[config.mk]
export PLATFORM = sky130hd
export DESIGN_NAME = processor_controller
export DESIGN_NICKNAME = d
export VERILOG_FILES = /design/src/rtl/proc_pkg.sv /design/src/rtl/pc_ir_reg.sv /design/src/rtl/processor_controller.sv
export SDC_FILE = /design/constraint.sdc
export NUM_CORES = 1
export LEC_CHECK = 0
export ABC_AREA = 1
export CORE_ASPECT_RATIO = 0.75
export CORE_MARGIN = 2
export CORE_UTILIZATION = 35
export CTS_CLUSTER_SIZE = 20
export DETAILED_ROUTE_END_ITERATION = 10
export GPL_TIMING_DRIVEN = 0
export HOLD_SLACK_MARGIN = 0.03
export PLACE_DENSITY_LB_ADDON = 0.3
export SYNTH_ARGS = -nofsm -noshare
export SYNTH_HDL_FRONTEND = slang
export SYNTH_SLANG_ARGS = --single-unit
[constraint.sdc]
create_clock -name Clk -period 1.6 [get_ports Clk]
set_input_delay 0.32 -clock Clk [delete_from_list [all_inputs] [get_ports Clk]]
set_output_delay 0.32 -clock Clk [all_outputs]
set_load 0.02 [all_outputs]
[src/rtl/proc_pkg.sv]
// Shared constants for the processor control unit: opcodes, FSM state codes,
// ALU select codes and default widths.
package proc_pkg;

    localparam int unsigned PC_W_DEF = 5;
    localparam int unsigned IW_DEF   = 16;

    localparam logic [3:0] OP_NOOP  = 4'h0;
    localparam logic [3:0] OP_STORE = 4'h1;
    localparam logic [3:0] OP_LOAD  = 4'h2;
    localparam logic [3:0] OP_ADD   = 4'h3;
    localparam logic [3:0] OP_SUB   = 4'h4;
    localparam logic [3:0] OP_HALT  = 4'h5;
    localparam logic [3:0] OP_JUMP  = 4'h6;

    localparam logic [2:0] ALU_PASS = 3'b000;
    localparam logic [2:0] ALU_ADD  = 3'b001;
    localparam logic [2:0] ALU_SUB  = 3'b010;

    typedef enum logic [3:0] {
        ST_INIT   = 4'd0,
        ST_FETCH  = 4'd1,
        ST_DECODE = 4'd2,
        ST_NOOP   = 4'd3,
        ST_LOADA  = 4'd4,
        ST_LOADB  = 4'd5,
        ST_STORE  = 4'd6,
        ST_ADD    = 4'd7,
        ST_SUB    = 4'd8,
        ST_HALT   = 4'd9,
        ST_JUMP   = 4'd10
    } state_t;

endpackage

[src/rtl/pc_ir_reg.sv]
// Program counter and instruction register: IR load with PC increment on
// fetch, and a jump-load of the PC.
module pc_ir_reg
    import proc_pkg::*;
#(
    parameter int unsigned PC_W = PC_W_DEF,
    parameter int unsigned IW   = IW_DEF
) (
    input  logic            clk,
    input  logic            rst,
    input  logic            ir_load,
    input  logic            pc_inc,
    input  logic            pc_load,
    input  logic [IW-1:0]   instr,
    input  logic [PC_W-1:0] target,
    output logic [PC_W-1:0] pc,
    output logic [IW-1:0]   ir
);

    always_ff @(posedge clk or posedge rst) begin
        if (rst) begin
            pc <= '0;
            ir <= '0;
        end else begin
            if (ir_load)
                ir <= instr;
            // Increment wraps naturally at the top of the ROM.
            if (pc_inc)
                pc <= pc + PC_W'(1);
            else if (pc_load)
                pc <= target;
        end
    end

endmodule

[src/rtl/processor_controller.sv]
// Moore control unit for the 16-bit processor: fetch/decode/execute sequencing
// and datapath control decode. Define PROC_JUMP_EN to enable the JUMP opcode.
module processor_controller
    import proc_pkg::*;
#(
    parameter int unsigned PC_W = PC_W_DEF,
    parameter int unsigned IW   = IW_DEF
) (
    input  logic            Clk,
    input  logic            Reset,
    input  logic [IW-1:0]   Instr_In,
    output logic [PC_W-1:0] PC_Out,
    output logic [IW-1:0]   IR_Out,
    output logic [3:0]      StateO,
    output logic [7:0]      D_Addr,
    output logic            D_Wr,
    output logic            RF_s,
    output logic [3:0]      RF_W_addr,
    output logic            RF_W_en,
    output logic [3:0]      RF_Ra_addr,
    output logic [3:0]      RF_Rb_addr,
    output logic [2:0]      ALU_s0
);

    state_t     state;
    logic [3:0] opcode;
    logic       fetch;
    logic       jump_load;

    assign opcode = IR_Out[15:12];
    assign fetch  = (state == ST_FETCH);
    assign StateO = 4'(state);

`ifdef PROC_JUMP_EN
    assign jump_load = (state == ST_JUMP);
`else
    assign jump_load = 1'b0;
`endif

    function automatic state_t decode_op(input logic [3:0] op);
        state_t nxt;
        case (op)
            OP_STORE: nxt = ST_STORE;
            OP_LOAD:  nxt = ST_LOADA;
            OP_ADD:   nxt = ST_ADD;
            OP_SUB:   nxt = ST_SUB;
            OP_HALT:  nxt = ST_HALT;
`ifdef PROC_JUMP_EN
            OP_JUMP:  nxt = ST_JUMP;
`else
            OP_JUMP:  nxt = ST_NOOP;
`endif
            default:  nxt = ST_NOOP;
        endcase
        return nxt;
    endfunction

    pc_ir_reg #(
        .PC_W (PC_W),
        .IW   (IW)
    ) u_pc_ir (
        .clk     (Clk),
        .rst     (Reset),
        .ir_load (fetch),
        .pc_inc  (fetch),
        .pc_load (jump_load),
        .instr   (Instr_In),
        .target  (IR_Out[PC_W-1:0]),
        .pc      (PC_Out),
        .ir      (IR_Out)
    );

    always_ff @(posedge Clk or posedge Reset) begin
        if (Reset) begin
            state <= ST_INIT;
        end else begin
            case (state)
                ST_INIT:   state <= ST_FETCH;
                ST_FETCH:  state <= ST_DECODE;
                ST_DECODE: state <= decode_op(opcode);
                ST_LOADA:  state <= ST_LOADB;
                ST_HALT:   state <= ST_HALT;
                default:   state <= ST_FETCH;
            endcase
        end
    end

    // Controls depend only on the state register and IR, so a reset clears them at once.
    always_comb begin
        D_Addr     = '0;
        D_Wr       = 1'b0;
        RF_s       = 1'b0;
        RF_W_addr  = '0;
        RF_W_en    = 1'b0;
        RF_Ra_addr = '0;
        RF_Rb_addr = '0;
        ALU_s0     = ALU_PASS;
        case (state)
            ST_LOADA, ST_LOADB: begin
                D_Addr    = IR_Out[11:4];
                RF_s      = 1'b1;
                RF_W_addr = IR_Out[3:0];
                RF_W_en   = (state == ST_LOADB);
            end
            ST_STORE: begin
                D_Addr     = IR_Out[11:4];
                RF_Ra_addr = IR_Out[3:0];
                D_Wr       = 1'b1;
            end
            ST_ADD, ST_SUB: begin
                RF_Ra_addr = IR_Out[11:8];
                RF_Rb_addr = IR_Out[7:4];
                RF_W_addr  = IR_Out[3:0];
                RF_W_en    = 1'b1;
                ALU_s0     = (state == ST_ADD) ? ALU_ADD : ALU_SUB;
            end
            default: ;
        endcase
    end

endmodule

==> results of run 1 <==
-- worst max path at each step --
stage | from | endpoint
2_1_floorplan | StateO[2]$_DFF_PP0_ | RF_Rb_addr[0]
3_3_place_gp | StateO[3]$_DFF_PP0_ | RF_Ra_addr[3]
3_5_place_dp | StateO[3]$_DFF_PP0_ | RF_Ra_addr[3]
4_1_cts | StateO[2]$_DFF_PP0_ | RF_Ra_addr[3]
5_1_grt | StateO[3]$_DFF_PP0_ | RF_W_addr[1]
6_report | StateO[3]$_DFF_PP0_ | RF_W_addr[1]
-- power by group through the flow --
stage	logic (mW)	clock network (mW)	registers, mW
after global placement	2.37	0	1.25
after floorplan	1.03	0	1.57
final	2.73	0.363	1.24
after global routing	2.98	0.391	1.29
after detailed placement	2.38	0	1.25
after CTS	2.54	0.372	1.23
-- worst max-delay path: stages, from the launching register on --
cell     delay (ns)
dfrtp_2        0.44
nor2_4         0.23
buf_4          0.15
nand3_2        0.07
nand3_2        0.10
nand2_1        0.06
inv_1          0.07
buf_6          0.11
-- Yosys cell counts (all sizes together) --
| cell type | count | area share |
|---|---|---|
| inv | 27 | 0.079 |
| xor2 | 2 | 0.014 |
| nand3 | 11 | 0.043 |
| conb | 1 | 0.0029 |
| nand4 | 1 | 0.0098 |
| buf | 5 | 0.026 |
| a21oi | 4 | 0.016 |
| dfrtp | 25 | 0.49 |
| xnor2 | 2 | 0.014 |
| nand2 | 57 | 0.17 |
| nor3 | 1 | 0.0039 |
| nor2 | 16 | 0.057 |
| ha | 1 | 0.0098 |
| o21ai | 17 | 0.067 |
-- layer usage --
metal,GRT usage,share of wire,vias to the layer above
li1,-,-,699
met3,0.0359,0.069,2
met5,0,0,-
met1,0.272,0.46,639
met4,0.0312,0.0038,0
met2,0.315,0.47,52
-- state kept, by name (all words and copies together) (netlist names) --
name and count:
u_pc_ir.ir 16, u_pc_ir.pc 5, StateO 4
-- logic make-up after synthesis --
group,share of synthesized area
flip-flops,0.489
buffers and inverters,0.106
other,0.00293
adder cells (fa/ha/maj),0.00978
AND/OR/NAND/NOR,0.283
AO/OA/AOI/OAI,0.0822
XOR/XNOR,0.0274
-- what timing repair did --
action,in CTS,in global routing
buffers inserted,12,6
setup endpoints to repair,37,33
pin swaps,6,6
gates resized for setup,162,37
cloned,0,0
-- stage by stage --
stage	total power, mW	area [um^2]	hold slack [ns]	util
after floorplan	2.59	1280	0.347	-
after global placement	3.62	2020	0.488	0.593
after detailed placement	3.63	2020	0.495	0.593
after CTS	4.14	2170	0.507	0.639
after global routing	4.66	2320	0.541	0.681
final	4.33	2320	0.499	0.681
-- area by class of cell --
cell class | instances | area share
well taps | 50 | 0.0270
flip-flops and latches | 25 | 0.271
clock buffers | 4 | 0.0194
plain buffers | 5 | 0.0157
inverters | 27 | 0.0459
repair buffers | 85 | 0.352
multi-input cells | 113 | 0.269
-- cells in the final DEF, fill, tap and decap left out, types with 3 or more instances in the layout --
cell type        instances
a21oi_1                  4
buf_2                    5
buf_4                   22
buf_6                   19
clkbuf_8                 3
clkdlybuf4s50_1         20
dfrtp_1                 23
dlygate4sd2_1           11
dlymetal6s2s_1           9
inv_1                   22
inv_2                    3
nand2_1                 51
nand2_2                  5
nand3_1                  7
nand3_2                  3
nor2_1                   8
nor2_4                   6
o21ai_0                 10
o21ai_1                  5
==> flow_summary.ini, run 1 <==
[outcome]
run_status = complete, but fails checks
violations = negative setup slack

[placement]
dp_cells = 287
pre_cts_ws_ns = -0.570
hpwlAfterDp_mm = 2.69
portBuffers = 67
gp_congestion = 0.806

[final_layout]
instances_no_fill = 309
diodes = 0
multiInputGateArea_um2 = 624
regArea_um2 = 628
drive_gt1_frac = 0.313
final_nets = 279
area.growth.synth_to_final_pct = 81.2
nFillCells = 294

[hold_path]
holdPathStages = 1
hp-class = flop to flop
min_from = u_pc_ir.pc[3]$_DFFE_PP0N_
hold-path-endpoint = u_pc_ir.pc[3]$_DFFE_PP0N_

[setup_path]
r2r-end = u_pc_ir.ir[13]$_DFFE_PP0N_
path_class = flop to primary output
cp_data_arrival_time_ns = 1.50
r2r_slack_ns = 0.09
worst_ep_required_time_ns = 1.28
r2r-start = StateO[1]$_DFF_PP0_
r2r_cells = 8
path_max_fanout = 5
cp-end-kind = primary output
cp-start-kind = flop

[pwr]
p_sw_mw = 2.07
power_density_mw_per_mm2 = 1870
power_leakage_nw = 1.30
p_sw_frac = 0.479
p_clk_frac = 0.084
p_int_mw = 2.26
worst_ir_drop_vdd_v = 0.000862
pwr-share-seq = 0.287
p_comb_frac = 0.629

[synth]
syn_inst = 170
synth-seq-cells = 25
netlist_area_mm2 = 0.00128
syn_area_per_cell_um2 = 7.52
ys_warn_count = 0
ys_seq_area_frac = 0.489
ys_types = 21
syn_nets = 189

[sta]
finalHoldViolations = 0
finClkSkew_ns = 0.00160
fmax_mhz = 551
setup_ws_ns = -0.216
rsz0062_at_grt = yes
setup_violations = 24
min_period_ns = 1.82
tns_ns = -3.38
worstMarginPinSlew_ns = 0.901
slew_headroom = 0.399
drv_slew = 0
period_share = 1.13

[grt]
grt_max_degree = 26
grt_overflow_total = 0
grt_pass1_wl_mm = 6.18
grt_use_total = 0.194
first_global_vias = 1272
antenna_found_initial = 0

[die]
die_h_um = 56.3
core-area_mm2 = 0.00340
io_pins = 69
dieArea_mm2 = 0.00416
initial_core_util = 0.376
die_w_um = 73.8
rows = 18

[detailed_routing]
ant_nets = 0
drt_iter0_drc = 42
dr.pass1.iters = 4
routed_wirelength_mm = 3.95
vias = 1392
drc = 0
wl_per_cell_um = 12.8
via_per_inst = 4.50

[clock_network]
cts_root_buf = clkbuf_8
path_clk_slew_ns = 0.08
insertion_delay_ns = 0.26
cts_tree = done
clockBufferDepth = 2
h-tree-depth = 1
ctsHoldBuffers = 0
cts_sinks = 25
cts_buffers = 3

[job]
drv_cap = 0
No activity file was read; power rests on OpenSTA's default activity.
==> inputs of run 2 (changes only) <==
--- a/config.mk
+++ b/config.mk
@@ -5,7 +5,6 @@
 export SDC_FILE = /design/constraint.sdc
 export NUM_CORES = 1
 export LEC_CHECK = 0
-export ABC_AREA = 1
 export CORE_ASPECT_RATIO = 0.75
 export CORE_MARGIN = 2
 export CORE_UTILIZATION = 35
==> run 2 against run 1 <==
Compared with the run above:
- the run still ends with negative setup slack left
- largest power group unchanged
- die area rose by 2.7%
- area after synthesis rose by 2.8%
- register-to-register slack got worse by 0.48 ns
- cell area rose by 13%
- sequential power rose by 8%
- combinational power rose by 3%
- critical path type unchanged
==> flow_summary.ini, run 2 <==
[outcome]
run_status = complete, but fails checks
violations = negative setup slack

[placement]
gp_congestion = 0.792
place_area_mm2 = 0.00217
pre_cts_ws_ns = -0.805
portBuffers = 67

[final_layout]
final_cell_mix = buf_6, dlygate4sd2_1, buf_4, dfrtp_1, clkdlybuf4s50_1
regMostFlops = u_pc_ir.ir
largest_register_ffs = 16
drive_gt1_frac = 0.556
final_nets = 236
layout_commonest_cell = buf_6
area.growth.synth_to_final_pct = 98.8
fin_area_mm2 = 0.00261
diodes = 0

[grt]
first_global_vias = 1323
grt_pass1_wl_mm = 6.32
grt_max_degree = 26
grt_use_total = 0.194
grt_overflow_total = 0
antenna_found_initial = 0

[die]
core-area_mm2 = 0.00364
dieArea_mm2 = 0.00427
io_pins = 69
die_w_um = 74.8
die_h_um = 57.1
initial_core_util = 0.362
rows = 19

[sta]
worstMarginPinSlew_ns = 1.01
finClkSkew_ns = 0.00387
fin_hold_ws_ns = 0.488
min_period_ns = 2.18
setup_violations = 47
rsz0062_at_grt = yes
fmax_mhz = 459
period_share = 1.36
setup_ws_ns = -0.580
drv_slew = 0
finalHoldViolations = 0
slew_headroom = 0.326

[clock_network]
insertion_delay_ns = 0.27
h-tree-depth = 1
cts_buffers = 3
clockBufferDepth = 2
cts_sinks = 25
cts_tree = done
path_clk_slew_ns = 0.10
cts_root_buf = clkbuf_8
ctsHoldBuffers = 0

[synth]
synth_top_area_share = 0.476
synth-edff-count = 0
syn_inst = 115
yosysMostFrequentCell = dfrtp_1
syn_area_per_cell_um2 = 11.4
netlist_top_cells_count = dfrtp_1, mux2_2, and2_1
ys.flop_type = dfrtp_1
netlist_top_cells_area = dfrtp_1, mux2_2, and2_1
ys_seq_area_frac = 0.476
ys_async_sr_fraction = 1.00
synth_top_area_cell = dfrtp_1
ys_types = 33
ys_warn_count = 0
syn_nets = 134
synth-seq-cells = 25
netlist_area_mm2 = 0.00132

[pwr]
p_sw_mw = 1.91
pwr-share-seq = 0.295
p_clk_frac = 0.087
finalPower_mw = 4.54
p_comb_frac = 0.618
p_int_mw = 2.63
p_sw_frac = 0.421
worst_ir_drop_vdd_v = 0.00107
power_density_mw_per_mm2 = 1740
power_leakage_nw = 1.26

[setup_path]
r2r_slack_ns = -0.39
r2r_cells = 8
r2r-end = u_pc_ir.ir[12]$_DFFE_PP0N_
r2r-start = StateO[2]$_DFF_PP0_
cp-start-kind = flop
path_cells = buf_6 -> nand2b_4 -> buf_12 -> a21oi_4 -> buf_6 -> buf_6 -> and2_2 -> buf_6
max_stage_delay_ns = 0.42
crit_end = D_Addr[5]
critPathMostFrequentCell = buf_6
worst_ep_required_time_ns = 1.28
path_class = flop to primary output
path_max_fanout = 10
cp_data_arrival_time_ns = 1.86
cp-startpoint = StateO[3]$_DFF_PP0_
cp-end-kind = primary output
cp_slowest_cell = dfrtp_2

[detailed_routing]
drt_iter0_drc = 32
wl_per_cell_um = 16.8
ant_nets = 0
drc = 0
dr.pass1.iters = 4
vias = 1299
via_per_inst = 4.85
routed_wirelength_mm = 4.49

[hold_path]
hp-class = flop to flop

[job]
drv_cap = 0
run 2: cell count changes after synthesis, sizes merged, moves of 4 or more:
cell | before | now
nand3 | 11 | 1
mux2 | 0 | 17
nor2 | 16 | 4
inv | 27 | 2
o21ai | 17 | 3
nand2b | 0 | 6
nand2 | 57 | 6
and3 | 0 | 4
and2 | 0 | 12
a22o | 0 | 4
run 2: final cells by class:
| class | count | area, um^2 |
|---|---|---|
| Clock buffer | 3 | 41.3 |
| Inverter | 2 | 7.51 |
| Sequential cell | 25 | 631 |
| Timing Repair Buffer | 98 | 963 |
| Clock inverter | 1 | 7.51 |
| Buffer | 6 | 63.8 |
| Tap cell | 52 | 65.1 |
| Fill cell | 250 | 1020 |
| Multi-Input combinational cell | 81 | 835 |
run 2: worst min-delay path by stage:
stage                                         start                        end  slack, ns  cells after the start
final                     u_pc_ir.pc[4]$_DFFE_PP0N_  u_pc_ir.pc[4]$_DFFE_PP0N_       0.49                      1
after global routing      u_pc_ir.pc[4]$_DFFE_PP0N_  u_pc_ir.pc[4]$_DFFE_PP0N_       0.51                      1
after CTS                 u_pc_ir.pc[4]$_DFFE_PP0N_  u_pc_ir.pc[4]$_DFFE_PP0N_       0.50                      1
after detailed placement  u_pc_ir.pc[4]$_DFFE_PP0N_  u_pc_ir.pc[4]$_DFFE_PP0N_       0.49                      1
after global placement    u_pc_ir.pc[4]$_DFFE_PP0N_  u_pc_ir.pc[4]$_DFFE_PP0N_       0.46                      1
after floorplan                               Reset        StateO[1]$_DFF_PP0_       0.35                      1
run 2: cells by family after synthesis:
family	Yosys count	share of synthesized area
fa+ha+maj	1	0.00951
compound gates	13	0.0761
xor+xnor	5	0.0333
other cells	1	0.00285
simple gates	44	0.219
buf+inv	9	0.0381
mux	17	0.146
flops	25	0.476
run 2: timing repair:
action | CTS | global route
resized for setup | 187 | 31
setup endpoints to repair | 47 | 45
cloned | 0 | 1
setup buffers | 17 | 13
pin swaps | 11 | 6
run 2: power groups by stage:
stage	clock [mW]	sequential, mW	combinational, mW
after global placement	0	1.31	2.29
after CTS	0.408	1.33	2.44
after detailed placement	0	1.35	2.36
after floorplan	0	1.64	1.06
after global routing	0.434	1.39	2.97
final	0.394	1.34	2.81
run 2: critical path, delay by kind of cell (launching register included):
kind            cells  cell delay (ns)
flops               1             0.42
buf+inv             5             0.62
simple gates        2             0.31
compound gates      1             0.23
run 2: stage by stage:
stage	utilization	setup TNS, ns	instances
floorplan	-	-1.66	115
global placement	0.597	-15.84	234
detailed placement	0.597	-16.48	234
CTS	0.659	-11.10	255
global route	0.719	-21.72	268
finish	0.719	-18.69	268
run 2: per-layer routing:
metal  global-route usage  share of wire  routed length, um  vias up
li1                     -              -                  -      601
met1                0.255           0.43               1950      649
met2                0.338           0.51               2280       41
met3               0.0247          0.041                186        8
met4               0.0536          0.016                 74        0
met5                    0              0                  0        -
==> inputs of run 3 (changes only) <==
--- a/config.mk
+++ b/config.mk
@@ -7,7 +7,7 @@
 export LEC_CHECK = 0
 export CORE_ASPECT_RATIO = 0.75
 export CORE_MARGIN = 2
-export CORE_UTILIZATION = 35
+export CORE_UTILIZATION = 39
 export CTS_CLUSTER_SIZE = 20
 export DETAILED_ROUTE_END_ITERATION = 10
 export GPL_TIMING_DRIVEN = 0
==> run 3 against run 2 <==
Compared with the run above:
- the run still ends with negative setup slack left
- die area down 9.6%
- hold slack worse by 0.0050 ns
- clock power shrank 5.3%
- register-to-register slack improved by 0.18 ns
- combinational power increased by 8.5%
- count of clock-buffer cells in the layout up 1
- global-route usage grew 0.79 points
- final cell count decreased by 7.8%
- core utilization rose by 7.1 points
- sequential power about the same
- largest cell class unchanged
- highest routed layer unchanged
==> flow_summary.ini, run 3 (synthesis gave the netlist of run 2 again) <==
[clock_network]
cts_buffers = 3
insertion_delay_ns = 0.26
cts_root_buf = clkbuf_8
clockBufferDepth = 2
ctsHoldBuffers = 0
cts_sinks = 25
cts_tree = done
h-tree-depth = 1
path_clk_slew_ns = 0.08

[placement]
place_area_mm2 = 0.00216
hpwlAfterDp_mm = 2.64
gp_congestion = 0.737
pre_cts_ws_ns = -0.808
portBuffers = 67

[hold_path]
holdPathStages = 1
hp-class = flop to flop
min_from = u_pc_ir.pc[4]$_DFFE_PP0N_

[pwr]
power_leakage_nw = 1.29
worst_ir_drop_vdd_v = 0.00130
power_density_mw_per_mm2 = 1850

[grt]
grt_overflow_total = 0
grt_pass1_wl_mm = 5.84
first_global_vias = 1158
antenna_found_initial = 0
grt_use_total = 0.202
grt_max_degree = 26

[setup_path]
r2r_cells = 7
crit_family = simple AND/OR/NAND/NOR gates
path_class = flop to primary output
cp-startpoint = StateO[2]$_DFF_PP0_
path_max_fanout = 8
cp.depth = 5
crit_buf_inv = 2
path_cells = buf_6 -> or4b_4 -> o21ai_4 -> and2_4 -> buf_6
cp_slowest_cell = or4b_4
critPathMostFrequentCell = buf_6
cp_data_arrival_time_ns = 1.83
cp-end-kind = primary output
worst_ep_required_time_ns = 1.28
cp-start-kind = flop
r2r-start = StateO[2]$_DFF_PP0_
max_stage_delay_ns = 0.54

[final_layout]
layout_commonest_cell = buf_6
regArea_um2 = 631
nFillCells = 197
fin_area_mm2 = 0.00258
regMostFlops = u_pc_ir.ir
largest_register_ffs = 16
drive_gt1_frac = 0.546
multiInputGateArea_um2 = 861
diodes = 0
post-route-util = 0.790
final_cell_mix = buf_6, dfrtp_1, dlygate4sd2_1
final_nets = 227
area.growth.synth_to_final_pct = 96.1

[sta]
drv_slew = 0
fmax_mhz = 465
worstMarginPinSlew_ns = 0.973
min_period_ns = 2.15
finClkSkew_ns = 0.00111
setup_violations = 46
setup_ws_ns = -0.552
period_share = 1.34
rsz0062_at_grt = yes
tns_ns = -13.50
slew_headroom = 0.351
finalHoldViolations = 0

[die]
dieArea_mm2 = 0.00386
io_pins = 69
rows = 18
die_w_um = 71.1
initial_core_util = 0.403
core-area_mm2 = 0.00327
die_h_um = 54.3

[job]
drv_cap = 0

[detailed_routing]
drc = 0
vias = 1256
routed_wirelength_mm = 4.35
drt_iter0_drc = 41
wl_per_cell_um = 17.6
dr.pass1.iters = 4
via_per_inst = 5.09
ant_nets = 0

[outcome]
run_status = complete, but fails checks
violations = negative setup slack
[run 3: cell types whose count changed in the layout (fill, tap and decap cells not counted), moves of 2 or more]
cell,delta
and2_2,+4
and2_4,-4
buf_4,-6
buf_6,-5
dlygate4sd2_1,-3
dlymetal6s2s_1,+4
nand2_4,+2
[run 3: worst reg2reg max path: stages (launching register included)]
cell	delay, ns
dfrtp_2	0.41
buf_6	0.12
buf_4	0.13
buf_6	0.12
nor4b_4	0.27
buf_6	0.19
clkbuf_16	0.17
mux2_4	0.29
[run 3: final timing paths]
check,end,slack [ns]
worst min register to register,u_pc_ir.pc[4]$_DFFE_PP0N_,0.48
worst max-delay path,RF_Rb_addr[3],-0.55
max in group asynchronous,StateO[1]$_DFF_PP0_,0.36
worst min-delay path,u_pc_ir.pc[4]$_DFFE_PP0N_,0.48
min in group asynchronous,u_pc_ir.pc[1]$_DFFE_PP0N_,0.58
worst max register to register,u_pc_ir.ir[8]$_DFFE_PP0N_,-0.21
[run 3: what timing repair did]
action / in CTS / in global routing
hold endpoints to repair: 0 / 0
setup buffers: 13 / 6
gates cloned: 1 / 1
endpoints found under the setup margin: 47 / 51
gates resized for setup: 189 / 29
pin swaps: 11 / 12
[run 3: report_power, final]
group | total [mW] | internal (mW) | switching [mW]
combinational | 3.05 | 1.68 | 1.37
clock | 0.373 | 0.178 | 0.195
sequential | 1.35 | 0.953 | 0.398
[run 3: area by class of cell]
type | count | area share
well taps | 40 | 0.0194
inverters | 2 | 0.00291
flip-flops and latches | 25 | 0.245
clock buffers | 4 | 0.0175
multi-input cells | 81 | 0.334
repair buffers | 88 | 0.349
plain buffers | 7 | 0.0325
[run 3: metal layers]
layer  wire length, um  vias to the layer above  track usage
met4                13                        0       0.0566
met3               180                        2       0.0368
met1              1970                      619        0.279
met5                 0                        -            0
met2              2190                       40        0.333
li1                  -                      595            -
[run 3: per-stage QoR]
step	hold WS, ns	cells	power (mW)
2_1_floorplan	0.347	115	2.71
3_3_place_gp	0.463	222	3.60
3_5_place_dp	0.471	222	3.69
4_1_cts	0.484	240	4.30
5_1_grt	0.513	247	5.01
6_report	0.483	247	4.77
==> patch 1: new RTL, settings of run 1 <==
Add an input register stage for `Instr_In`, without a reset; this delays it by one clock.
--- a/src/rtl/processor_controller.sv
+++ b/src/rtl/processor_controller.sv
@@ -21,6 +21,12 @@
     output logic [3:0]      RF_Rb_addr,
     output logic [2:0]      ALU_s0
 );
+
+    logic [IW-1:0] Instr_In_q;
+
+    always_ff @(posedge Clk) begin
+        Instr_In_q <= Instr_In;
+    end
 
     state_t     state;
     logic [3:0] opcode;
@@ -64,7 +70,7 @@
         .ir_load (fetch),
         .pc_inc  (fetch),
         .pc_load (jump_load),
-        .instr   (Instr_In),
+        .instr   (Instr_In_q),
         .target  (IR_Out[PC_W-1:0]),
         .pc      (PC_Out),
         .ir      (IR_Out)
Check against the original RTL: not equivalent (a bounded check fails within 4 cycles, from zero or initial values and one cycle with Reset high).
==> patch 1 against run 1 <==
The flow still finishes with violations (setup timing); setup slack lost 0.014 ns; sequential power grew 34%; total power grew 15%; hold slack lost 0.074 ns; wire length grew 0.35%; combinational power shrank 7.7%; synthesized area grew 25%; sequential share of layout area grew 9.6 points; final area grew 12%; sequential cell count grew 16; largest cell class is now registers; largest power group unchanged.
==> patch 1: results (changes against run 1) <==
place_ws_ns: -0.546  # was -0.570 ns
grt_pass1_vias: 1338  # was 1272
worst_pin_slew_ns: 0.949  # was 0.901 ns
setup_viol: 24  # unchanged
clkLatencyLatePin_ns: 0.29  # was 0.26 ns
dr.first_iter.drc_count: 54  # was 42
setup_ws_ns: -0.229  # was -0.216 ns
worstHoldStart: "Instr_In_q[3]"  # was u_pc_ir.pc[3]
critical_path.max_fanout: 6  # was 5
nNetsFinal: 290  # was 279
netlist_top_cells_count: "60 x nand2_1, 25 x dfrtp_1, 24 x inv_1"  # was 56 x nand2_1, 25 x dfrtp_1, 25 x inv_1
vias: 1439  # was 1392
syn-num-nets: 206  # was 189
clock-skew-final_ns: 0.00744  # was 0.00160 ns
ir_drop_uv: 807  # was 862 µV
drive_gt1_share_pct: 28.8  # was 31.3%
holdPathEnd: "u_pc_ir.ir[3]"  # was u_pc_ir.pc[3]
grt_use_total_pct: 17.1  # was 19.4%
synthCells: 187  # was 170
outcome: "finished, violations left"  # unchanged
dp.cells: 311  # was 287
wl_per_cell_um: 12.1  # was 12.8 µm
violations: "setup timing"  # unchanged
ctsHtreeMaxLevel: 2  # was 1
tns_ns: -3.91  # was -3.38 ns
r2r_slack_ns: 0.16  # was 0.09 ns
rr_worst_depth: 7  # was 8
[patch 1: cell types whose count changed after synthesis, sizes merged]
cell,run 1,this run
o21ai,17,15
inv,27,26
dfxtp,0,16
nand2,57,61
[patch 1: power by group]
part	internal (W)	leakage, nW	switching, W
Sequential	0.00137	0.439	0.000290
Clock	0.000453	0.0540	0.000346
Combinational	0.000985	0.878	0.00153
Total	0.00281	1.37	0.00217
[patch 1: area by class of cell]
cell class,count,share of cell area (%)
Buffer,5,1.30
Multi-Input combinational cell,115,23.8
Clock inverter,2,1.35
Inverter,26,3.96
Sequential cell,41,36.7
Tap cell,57,2.75
Clock buffer,5,2.66
Timing Repair Buffer,77,27.5
[patch 1: critical path: cells and delay by family (launching register included)]
family,cells,cell delay [ns]
and+or+nand+nor,5,0.66
DFF,1,0.45
buffers and inverters,1,0.12
[patch 1: stage by stage]
stage                     cell area [µm²]  power (W)
after floorplan                      1600    0.00306
after detailed placement             2350    0.00413
final                                2590    0.00498
after global routing                 2590    0.00535
after CTS                            2530    0.00498
after global placement               2350    0.00408
[patch 1: worst max path at each step]
stage                    end  slack [ns]  cells after the start
2_1_floorplan  RF_Rb_addr[0]       -0.02                      4
3_3_place_gp   RF_Ra_addr[0]       -0.54                      6
3_5_place_dp   RF_Ra_addr[3]       -0.55                      6
4_1_cts        RF_Ra_addr[1]       -0.19                      6
5_1_grt        RF_Ra_addr[0]       -0.32                      6
6_report       RF_Ra_addr[3]       -0.23                      6
[patch 1: routing by layer]
| layer | global-route usage, % | routed length [µm] | part of all wire, % |
|---|---|---|---|
| met1 | 22.4 | 1830 | 46 |
| met2 | 25.7 | 1790 | 45 |
| met3 | 6.07 | 290 | 7.3 |
| met4 | 6.25 | 59 | 1.5 |
| met5 | 0 | 0 | 0 |
[patch 1: timing repair]
action	in CTS	in global routing
pin swaps	7	10
endpoints found under the hold margin	0	0
endpoints found under the setup margin	45	28
gates resized for setup	175	16
setup buffers	9	1
[patch 1: kinds of logic (layout without fill, tap and decap cells)]
group,count (synthesis),count (layout),synth area share [%]
AO/OA/AOI/OAI,19,19,6.16
buffers and inverters,31,115,8.19
XOR/XNOR,4,4,2.18
other,1,1,0.234
AND/OR/NAND/NOR,90,90,23.5
flip-flops,41,41,59.0
adder cells (fa/ha/maj),1,1,0.780
==> patch 2: new RTL, config.mk and constraints of run 1 <==
Without the edit above. Add a define of `PROC_JUMP_EN`.
--- a/src/rtl/processor_controller.sv
+++ b/src/rtl/processor_controller.sv
@@ -1,5 +1,7 @@
 // Moore control unit for the 16-bit processor: fetch/decode/execute sequencing
 // and datapath control decode. Define PROC_JUMP_EN to enable the JUMP opcode.
+`define PROC_JUMP_EN
+
 module processor_controller
     import proc_pkg::*;
 #(
Behaviour: not the same (Yosys sat finds a counterexample within 4 cycles, from zero or initial values and one cycle with Reset high).
==> patch 2 against run 1 <==
Final area fell by 1.9%; sequential share of layout area up 0.58 points; largest power group unchanged; highest routed layer unchanged; setup slack better by 0.066 ns; hold slack gained 0.079 ns; synthesized area rose by 8.8%; the flow still finishes with violations (setup timing); combinational power is 3% lower; wire length grew 7.1%; die area rose by 8.2%; sequential cell count unchanged; total power increased by 0.40%.
==> patch 2: results (changes against run 1) <==
outcome: "finished, violations left"  # unchanged
violations: "setup timing"  # unchanged
worstPathArrival_ns: 1.43  # was 1.50 ns
setup_ws_ns: -0.150  # was -0.216 ns
p_leak_nw: 1.30  # about the same
tns_ns: -2.56  # was -3.38 ns
critPathMaxStageDelay_ns: 0.49  # was 0.44 ns
ys_seq_area_share_pct: 45.0  # was 48.9%
grt_pass1_wl_um: 6750  # was 6180 µm
ir_drop_uv: 952  # was 862 µV
met1_usage_pct: 24.9  # was 27.2%
vias_per_cell: 4.63  # was 4.50
wl_per_cell_um: 12.9  # was 12.8 µm
r2r_end: "u_pc_ir.ir[11]"  # was u_pc_ir.ir[13]
synthDistinctLibCells: 19  # was 21
wl_met1_um: 1950  # was 1800 µm
wl_met2_um: 1950  # was 1860 µm
setup_viol: 23  # was 24
synthTopCellsByArea: "dfrtp_1 45%, nand2_1 19%, inv_1 8.1%, nand3_1 6.1%, o21ai_0 5.4%"  # was dfrtp_1 49%, nand2_1 16%, inv_1 7.3%, nand3_1 4.3%, o21ai_0 4.3%
holdWs_ns: 0.578  # was 0.499 ns
rr_worst_depth: 6  # was 8
grt_util_met3_pct: 6.75  # was 3.59%
crit_family: "flip-flops"  # was simple AND/OR/NAND/NOR gates
grt_pass1_vias: 1441  # was 1272
grt_use_total_pct: 19.0  # was 19.4%
holdCritPathClass: "input port to asynchronous set/reset pin"  # was flop to flop
critical_path.max_fanout: 6  # was 5
wl_met3_um: 319  # was 272 µm
dp_hpwl_um: 3030  # was 2690 µm
## patch 2: report_power, final
part	internal, W	switching [W]
Combinational	0.00104	0.00162
Clock	0.000178	0.000196
Sequential	0.000943	0.000369
Total	0.00216	0.00219
## patch 2: area by class of cell
cell class              count  area share, %
multi-input cells         136           30.9
repair buffers             75           29.6
flip-flops and latches     25           27.7
inverters                  31           5.23
well taps                  52           2.86
clock buffers               4           1.98
plain buffers               5           1.82
## patch 2: per-stage QoR
stage | setup slack, ns | util [%] | instances
6_report | -0.150 | 60.9 | 328
5_1_grt | -0.245 | 60.9 | 328
4_1_cts | -0.130 | 58.6 | 324
3_5_place_dp | -0.546 | 57.1 | 316
3_3_place_gp | -0.549 | 57.1 | 316
2_1_floorplan | -0.0129 | - | 197
## patch 2: worst max-delay path by stage
stage / to / slack (ns) / from
2_1_floorplan: RF_Rb_addr[0] / -0.01 / StateO[2]
3_3_place_gp: RF_W_addr[0] / -0.55 / StateO[2]
3_5_place_dp: RF_Ra_addr[2] / -0.55 / StateO[2]
4_1_cts: RF_W_addr[0] / -0.13 / StateO[2]
5_1_grt: RF_W_addr[0] / -0.24 / StateO[3]
6_report: RF_W_addr[0] / -0.15 / StateO[1]
## patch 2: cell families after synthesis
kind of cell | after synthesis | share of synthesized area [%]
adder cells (fa/ha/maj) | 1 | 0.899
AO/OA/AOI/OAI | 22 | 8.00
AND/OR/NAND/NOR | 111 | 33.9
XOR/XNOR | 1 | 0.630
other | 1 | 0.270
buffers and inverters | 36 | 11.3
flip-flops | 25 | 45.0
## patch 2: repair_timing
action / in CTS / in global routing
hold buffers: 0 / 0
resized for setup: 159 / 20
setup endpoints to repair: 41 / 30
pin swaps: 2 / 5
gates cloned: 0 / 0
buffers inserted: 4 / 4
